--- src/rtl/index_adder_pkg.sv ---
// Shared types and defaults for the index-adder arbiter: FSM state encoding,
// default widths and the round-robin slot helper.
package index_adder_pkg;

   typedef enum logic [1:0] {
      IDLE  = 2'd0,
      ISSUE = 2'd1,
      WAIT  = 2'd2,
      RESP  = 2'd3
   } state_t;

   localparam int DEFAULT_NREQ    = 4;
   localparam int DEFAULT_W       = 8;
   localparam int DEFAULT_TIMEOUT = 8;

   // Requester index visited at a given offset after the previous winner.
   function automatic int rr_slot(input int last, input int offset, input int n);
      return (last + offset) % n;
   endfunction

endpackage

--- src/rtl/index_adder_arbiter_rr.sv ---
// Combinational round-robin pick: the first requester after last_grant wins,
// so the previous winner is always considered last.
module rr_arbiter
   import index_adder_pkg::*;
#(
   parameter int NREQ = DEFAULT_NREQ,
   parameter int GW   = (NREQ > 1) ? $clog2(NREQ) : 1
)(
   input  logic [NREQ-1:0] req,
   input  logic [GW-1:0]   last_grant,
   output logic [NREQ-1:0] grant_oh,
   output logic [GW-1:0]   grant_idx,
   output logic            any_req
);

   always_comb begin
      grant_oh  = '0;
      grant_idx = '0;
      any_req   = 1'b0;
      for (int k = 1; k <= NREQ; k++) begin
         if (!any_req && req[rr_slot(int'(last_grant), k, NREQ)]) begin
            any_req = 1'b1;
            grant_oh[rr_slot(int'(last_grant), k, NREQ)] = 1'b1;
            grant_idx = GW'(rr_slot(int'(last_grant), k, NREQ));
         end
      end
   end

endmodule

--- src/rtl/index_adder_arbiter.sv ---
// Shares one pipelined index adder among NREQ requesters, one operation in
// flight, with a watchdog that answers with an error if the adder never replies.
module index_adder_arbiter
   import index_adder_pkg::*;
#(
   parameter int NREQ    = DEFAULT_NREQ,
   parameter int W       = DEFAULT_W,
   parameter int TIMEOUT = DEFAULT_TIMEOUT
)(
   input  logic              clk,
   input  logic              resetn,
   input  logic [NREQ-1:0]   req_valid,
   output logic [NREQ-1:0]   req_ready,
   input  logic [NREQ*W-1:0] req_a,
   input  logic [NREQ*W-1:0] req_b,
   output logic [NREQ-1:0]   rsp_valid,
   input  logic [NREQ-1:0]   rsp_ready,
   output logic [W-1:0]      rsp_s,
   output logic              rsp_err,
   output logic              add_ce,
   output logic [W-1:0]      add_a,
   output logic [W-1:0]      add_b,
   input  logic              add_valid,
   input  logic [W-1:0]      add_s
);

   localparam int GW = (NREQ > 1) ? $clog2(NREQ) : 1;
   localparam int DW = $clog2(TIMEOUT + 1);
   localparam logic [GW-1:0] LAST_INIT = GW'(NREQ - 1);

   state_t          state, state_nxt;
   logic [GW-1:0]   grant, last_grant, arb_idx;
   logic [NREQ-1:0] arb_oh, grant_oh;
   logic            arb_any;
   logic [W-1:0]    op_a, op_b, result;
   logic            err;
   logic [DW-1:0]   wdog;
   logic            wdog_expired;
   logic            rsp_fire;

   rr_arbiter #(.NREQ(NREQ), .GW(GW)) u_arb (
      .req        (req_valid),
      .last_grant (last_grant),
      .grant_oh   (arb_oh),
      .grant_idx  (arb_idx),
      .any_req    (arb_any)
   );

   always_comb begin
      grant_oh        = '0;
      grant_oh[grant] = 1'b1;
   end

   assign wdog_expired = (wdog == DW'(TIMEOUT - 1));
   assign rsp_fire     = rsp_ready[grant];
   assign add_a        = op_a;
   assign add_b        = op_b;

   always_ff @(posedge clk or negedge resetn) begin
      if (!resetn) state <= IDLE;
      else         state <= state_nxt;
   end

   // last_grant starts at NREQ-1 so requester 0 is first in line after reset.
   always_ff @(posedge clk or negedge resetn) begin
      if (!resetn) begin
         grant      <= '0;
         last_grant <= LAST_INIT;
         op_a       <= '0;
         op_b       <= '0;
         result     <= '0;
         err        <= 1'b0;
         wdog       <= '0;
      end else begin
         case (state)
            IDLE: begin
               if (arb_any) begin
                  grant <= arb_idx;
                  op_a  <= req_a[arb_idx*W +: W];
                  op_b  <= req_b[arb_idx*W +: W];
               end
            end
            ISSUE: wdog <= '0;
            WAIT: begin
               if (add_valid) begin
                  result <= add_s;
                  err    <= 1'b0;
               end else if (wdog_expired) begin
                  result <= '0;
                  err    <= 1'b1;
               end else begin
                  wdog <= wdog + 1'b1;
               end
            end
            RESP: if (rsp_fire) last_grant <= grant;
            default: ;
         endcase
      end
   end

   // add_valid is only looked at in WAIT; stray strobes elsewhere are dropped.
   always_comb begin
      state_nxt = state;
      req_ready = '0;
      rsp_valid = '0;
      rsp_s     = '0;
      rsp_err   = 1'b0;
      add_ce    = 1'b0;
      case (state)
         IDLE: begin
            if (arb_any) begin
               req_ready = arb_oh;
               state_nxt = ISSUE;
            end
         end
         ISSUE: begin
            add_ce    = 1'b1;
            state_nxt = WAIT;
         end
         WAIT: if (add_valid || wdog_expired) state_nxt = RESP;
         RESP: begin
            rsp_valid = grant_oh;
            rsp_s     = result;
            rsp_err   = err;
            if (rsp_fire) state_nxt = IDLE;
         end
         default: state_nxt = IDLE;
      endcase
   end

endmodule

--- config.mk ---
export PLATFORM = sky130hd
export DESIGN_NAME = index_adder_arbiter
export DESIGN_NICKNAME = d
export VERILOG_FILES = /design/src/rtl/index_adder_pkg.sv /design/src/rtl/index_adder_arbiter_rr.sv /design/src/rtl/index_adder_arbiter.sv
export SDC_FILE = /design/constraint.sdc
export NUM_CORES = 1
export LEC_CHECK = 0
export ABC_CLOCK_PERIOD_IN_PS = 4200
export CORE_MARGIN = 4
export CORE_UTILIZATION = 43
export DETAILED_ROUTE_END_ITERATION = 12
export PLACE_DENSITY_LB_ADDON = 0.1
export SYNTH_ARGS = -nofsm -noshare
export SYNTH_HDL_FRONTEND = slang
export SYNTH_SLANG_ARGS = --single-unit
--- constraint.sdc ---
create_clock -name clk -period 4.2 [get_ports clk]
set_clock_uncertainty 0.05 [all_clocks]
set_input_delay 0.42 -clock clk [delete_from_list [all_inputs] [get_ports clk]]
set_output_delay 0.42 -clock clk [all_outputs]
set_load 0.01 [all_outputs]
==> results_dict.tcl <==
set metrics [dict create \
    status "finished clean" \
    die_y_um 86.4 \
    path_common_cell "nor2_1" \
    grt_max_degree 36 \
    drtPass1Iterations 4 \
    final_max_slew_viol_count 0 \
    start_kind "flop" \
    synth_edf_count 0 \
    io_buffers 116 \
    vias_per_cell 5.47 \
    power_leakage_uw 0.00162 \
    drv_cap 0 \
    post-route-period-util_pct 85.6 \
    cts_setup_buffers 0 \
    yosysWarningCount 0 \
    vdd_drop_max_mv 0.620 \
    ys_seq_elements 35 \
    placed_cell_area_sq_mm 0.00382 \
    dp_hpwl_mm 5.68 \
    finalNetCount 485 \
    slowest_delay_ns 0.68 \
    hold_viol 0 \
    initial_utilization_pct 44.4 \
    synth.cell_area_sq_mm 0.00264 \
    yosysSeqAreaShare_pct 33.2 \
    slew_headroom_pct 44.8 \
    diodes 0 \
    max_freq_mhz 278 \
    crit_path_cell_trace "inv_1 -> ha_1 -> mux4_2 -> nor2b_2 -> a22oi_1 -> nor2_1 -> a221oi_1 -> nor2_1 -> clkdlybuf4s50_1" \
    fin_setup_tns_ns 0 \
    drive_gt1_share_pct 9.49 \
    num_vias 2545 \
    gp_congestion 0.798 \
    grtUsageTotal_pct 20.4 \
    grt-ovfl-total 0 \
    arrival_ns 3.13 \
    finalSetupViolations 0 \
    critical_path.max_fanout 11 \
    crit_type "reg2out" \
    cts.reportedPaths.clkPinSlew_ns 0.08 \
    detail_route.wl_per_cell_um 16.4 \
    min_period_ns 3.60 \
    cpMaxStageDelayCell "dfstp_2" \
    total_power_uw 2640 \
    root_buffer "clkbuf_8" \
    syn2layout_area_growth_pct 49.0 \
    use_met1_pct 27.5 \
    synthArstFlopShare_pct 100 \
    clk_latency_ns 0.29 \
    ios 117 \
    dpl.cell_count 457 \
    drt_iter0_drc 49 \
    reg2reg_depth 9 \
    die-area_sq_mm 0.00746 \
    power_density_mw_per_mm2 671 \
    critPathCaptureType "output pin" \
    stdcell_area_sq_mm 0.00394 \
    fillers 501 \
    crit_cells 9 \
    ctsLongestPathBuffers 2 \
    antenna_left 0 \
    cts_tree "built" \
    coreArea_sq_mm 0.00596 \
    grt_use_met3_pct 3.80 \
    ys_types 49 \
    top_usage_layer "met2" \
    grtUsageMet2_pct 33.9 \
    grt_setup_unrepaired "no" \
    antenna_found_initial 0 \
    syn-mean-instance-area_sq_um 9.47 \
    critPathTopFamily "flip-flops" \
    worst_slew_pin_slew_ns 0.828 \
    htreeDepth 2 \
    wl_mm 7.62 \
    path_buf_inv 2 \
    syn_inst 279 \
    die_w_um 86.4 \
    final_cell_count_no_fill 465 \
    synth-main-ff-cell "dfrtp_1" \
    hold_class "in2async" \
    rows 28 \
    drcViolationCount 0 \
    grt_pass1_vias 2532 \
    cp.required_ns 3.73 \
    cts_buffers 5 \
    cts.repair.resized 0 \
    syn_nets 375 \
    grt_pass1_wl_mm 12.3 \
    ctsHoldBuffers 0 \
    cts.sinks 35 \
]
[per-stage QoR]
| step | worst slack, ns | hold slack (ns) | util [%] |
|---|---|---|---|
| global route | 0.335 | 0.228 | 66.1 |
| finish | 0.604 | 0.176 | 66.1 |
| CTS | 0.566 | 0.205 | 66.1 |
| detailed placement | 0.853 | 0.422 | 64.2 |
| floorplan | 1.05 | 0.0744 | - |
| global placement | 0.888 | 0.417 | 64.2 |
[layout make-up]
| type | count | area (sq um) | share of cell area (%) |
|---|---|---|---|
| inverter | 8 | 30.0 | 0.763 |
| sequential | 35 | 878 | 22.3 |
| multi-input combinational | 219 | 1630 | 41.5 |
| clock buffer | 5 | 68.8 | 1.75 |
| timing repair buffer | 120 | 1190 | 30.1 |
| tap | 75 | 93.8 | 2.38 |
| clock inverter | 3 | 47.5 | 1.21 |
[cell usage in the layout (no fill, tap or decap), drive strengths merged, types with 2 or more instances in the layout]
cell type	n
clkdlybuf4s50	115
nand2	44
dfrtp	33
mux2i	19
nor2	16
o221ai	14
ha	13
mux2	12
and2	10
o211ai	10
o21ai	10
inv	9
a22o	8
nor2b	8
a211oi	6
nand3	6
a21oi	5
clkbuf	5
buf	5
nand2b	4
mux4	4
a22oi	4
a221oi	4
o22ai	3
nor3	2
a31oi	2
nand4	2
dfstp	2
o31ai	2
[cell usage after synthesis (2+ instances only)]
master | number | area share, %
a211oi_1 | 6 | 1.7
a21oi_1 | 5 | 0.95
a221oi_1 | 4 | 1.3
a22o_1 | 8 | 2.7
a22oi_1 | 4 | 1.1
a31oi_1 | 2 | 0.47
and2_1 | 10 | 2.4
buf_2 | 4 | 0.76
buf_6 | 4 | 1.7
clkbuf_1 | 7 | 0.99
dfrtp_1 | 33 | 31
dfstp_2 | 2 | 2.0
ha_1 | 13 | 6.2
inv_1 | 8 | 1.1
mux2_2 | 8 | 3.4
mux2_4 | 4 | 2.3
mux2i_1 | 18 | 6.8
mux4_2 | 4 | 3.4
nand2_1 | 44 | 6.3
nand2b_1 | 4 | 0.95
nand3_1 | 6 | 1.1
nand4_1 | 2 | 0.47
nor2_1 | 15 | 2.1
nor2b_1 | 7 | 1.7
nor3_1 | 2 | 0.38
o211ai_1 | 9 | 2.6
o21ai_0 | 8 | 1.5
o21ai_1 | 2 | 0.38
o221ai_1 | 14 | 4.6
o22ai_1 | 3 | 0.71
[sequential cells by signal (all words and copies together) (netlist names)]
register,cells
last_grant,2
add_a,8
err,1
result,8
grant,2
wdog,4
add_b,8
state,2
[power by group]
group          leakage, uW  switching, uW  internal (uW)
registers         0.000434            125            501
clock network    0.0000587            138            180
logic              0.00113            850            849
[cells by family (layout without fill, tap and decap cells)]
group                      count (synthesis)  after routing  synth area share [%]
muxes                                     35             35                  16.8
AOI/OAI and AO/OA                         71             71                  20.2
and+or+nand+nor                           99             99                  18.0
DFF                                       35             35                  33.2
buffers and inverters                     25            136                  5.30
xor gates and xnor gates                   1              1                 0.331
adders and majority gates                 13             13                  6.16
[layer usage]
| metal | wire, um | share of wire, % |
|---|---|---|
| met5 | 0 | 0 |
| met4 | 148 | 1.9 |
| met3 | 375 | 4.9 |
| met2 | 3660 | 48 |
| met1 | 3440 | 45 |
[path summary, 6_finish.rpt]
path | end | slack (ns) | start
setup reg to reg | add_a[4] | 0.87 | last_grant[1]
hold / removal | err | 0.18 | resetn
hold reg to reg | add_a[5] | 0.44 | add_a[5]
max in group asynchronous | add_b[4] | 3.40 | resetn
min in group clk | add_a[5] | 0.44 | add_a[5]
setup / recovery | req_ready[2] | 0.60 | last_grant[1]
No activity file was read; power rests on OpenSTA's default activity.
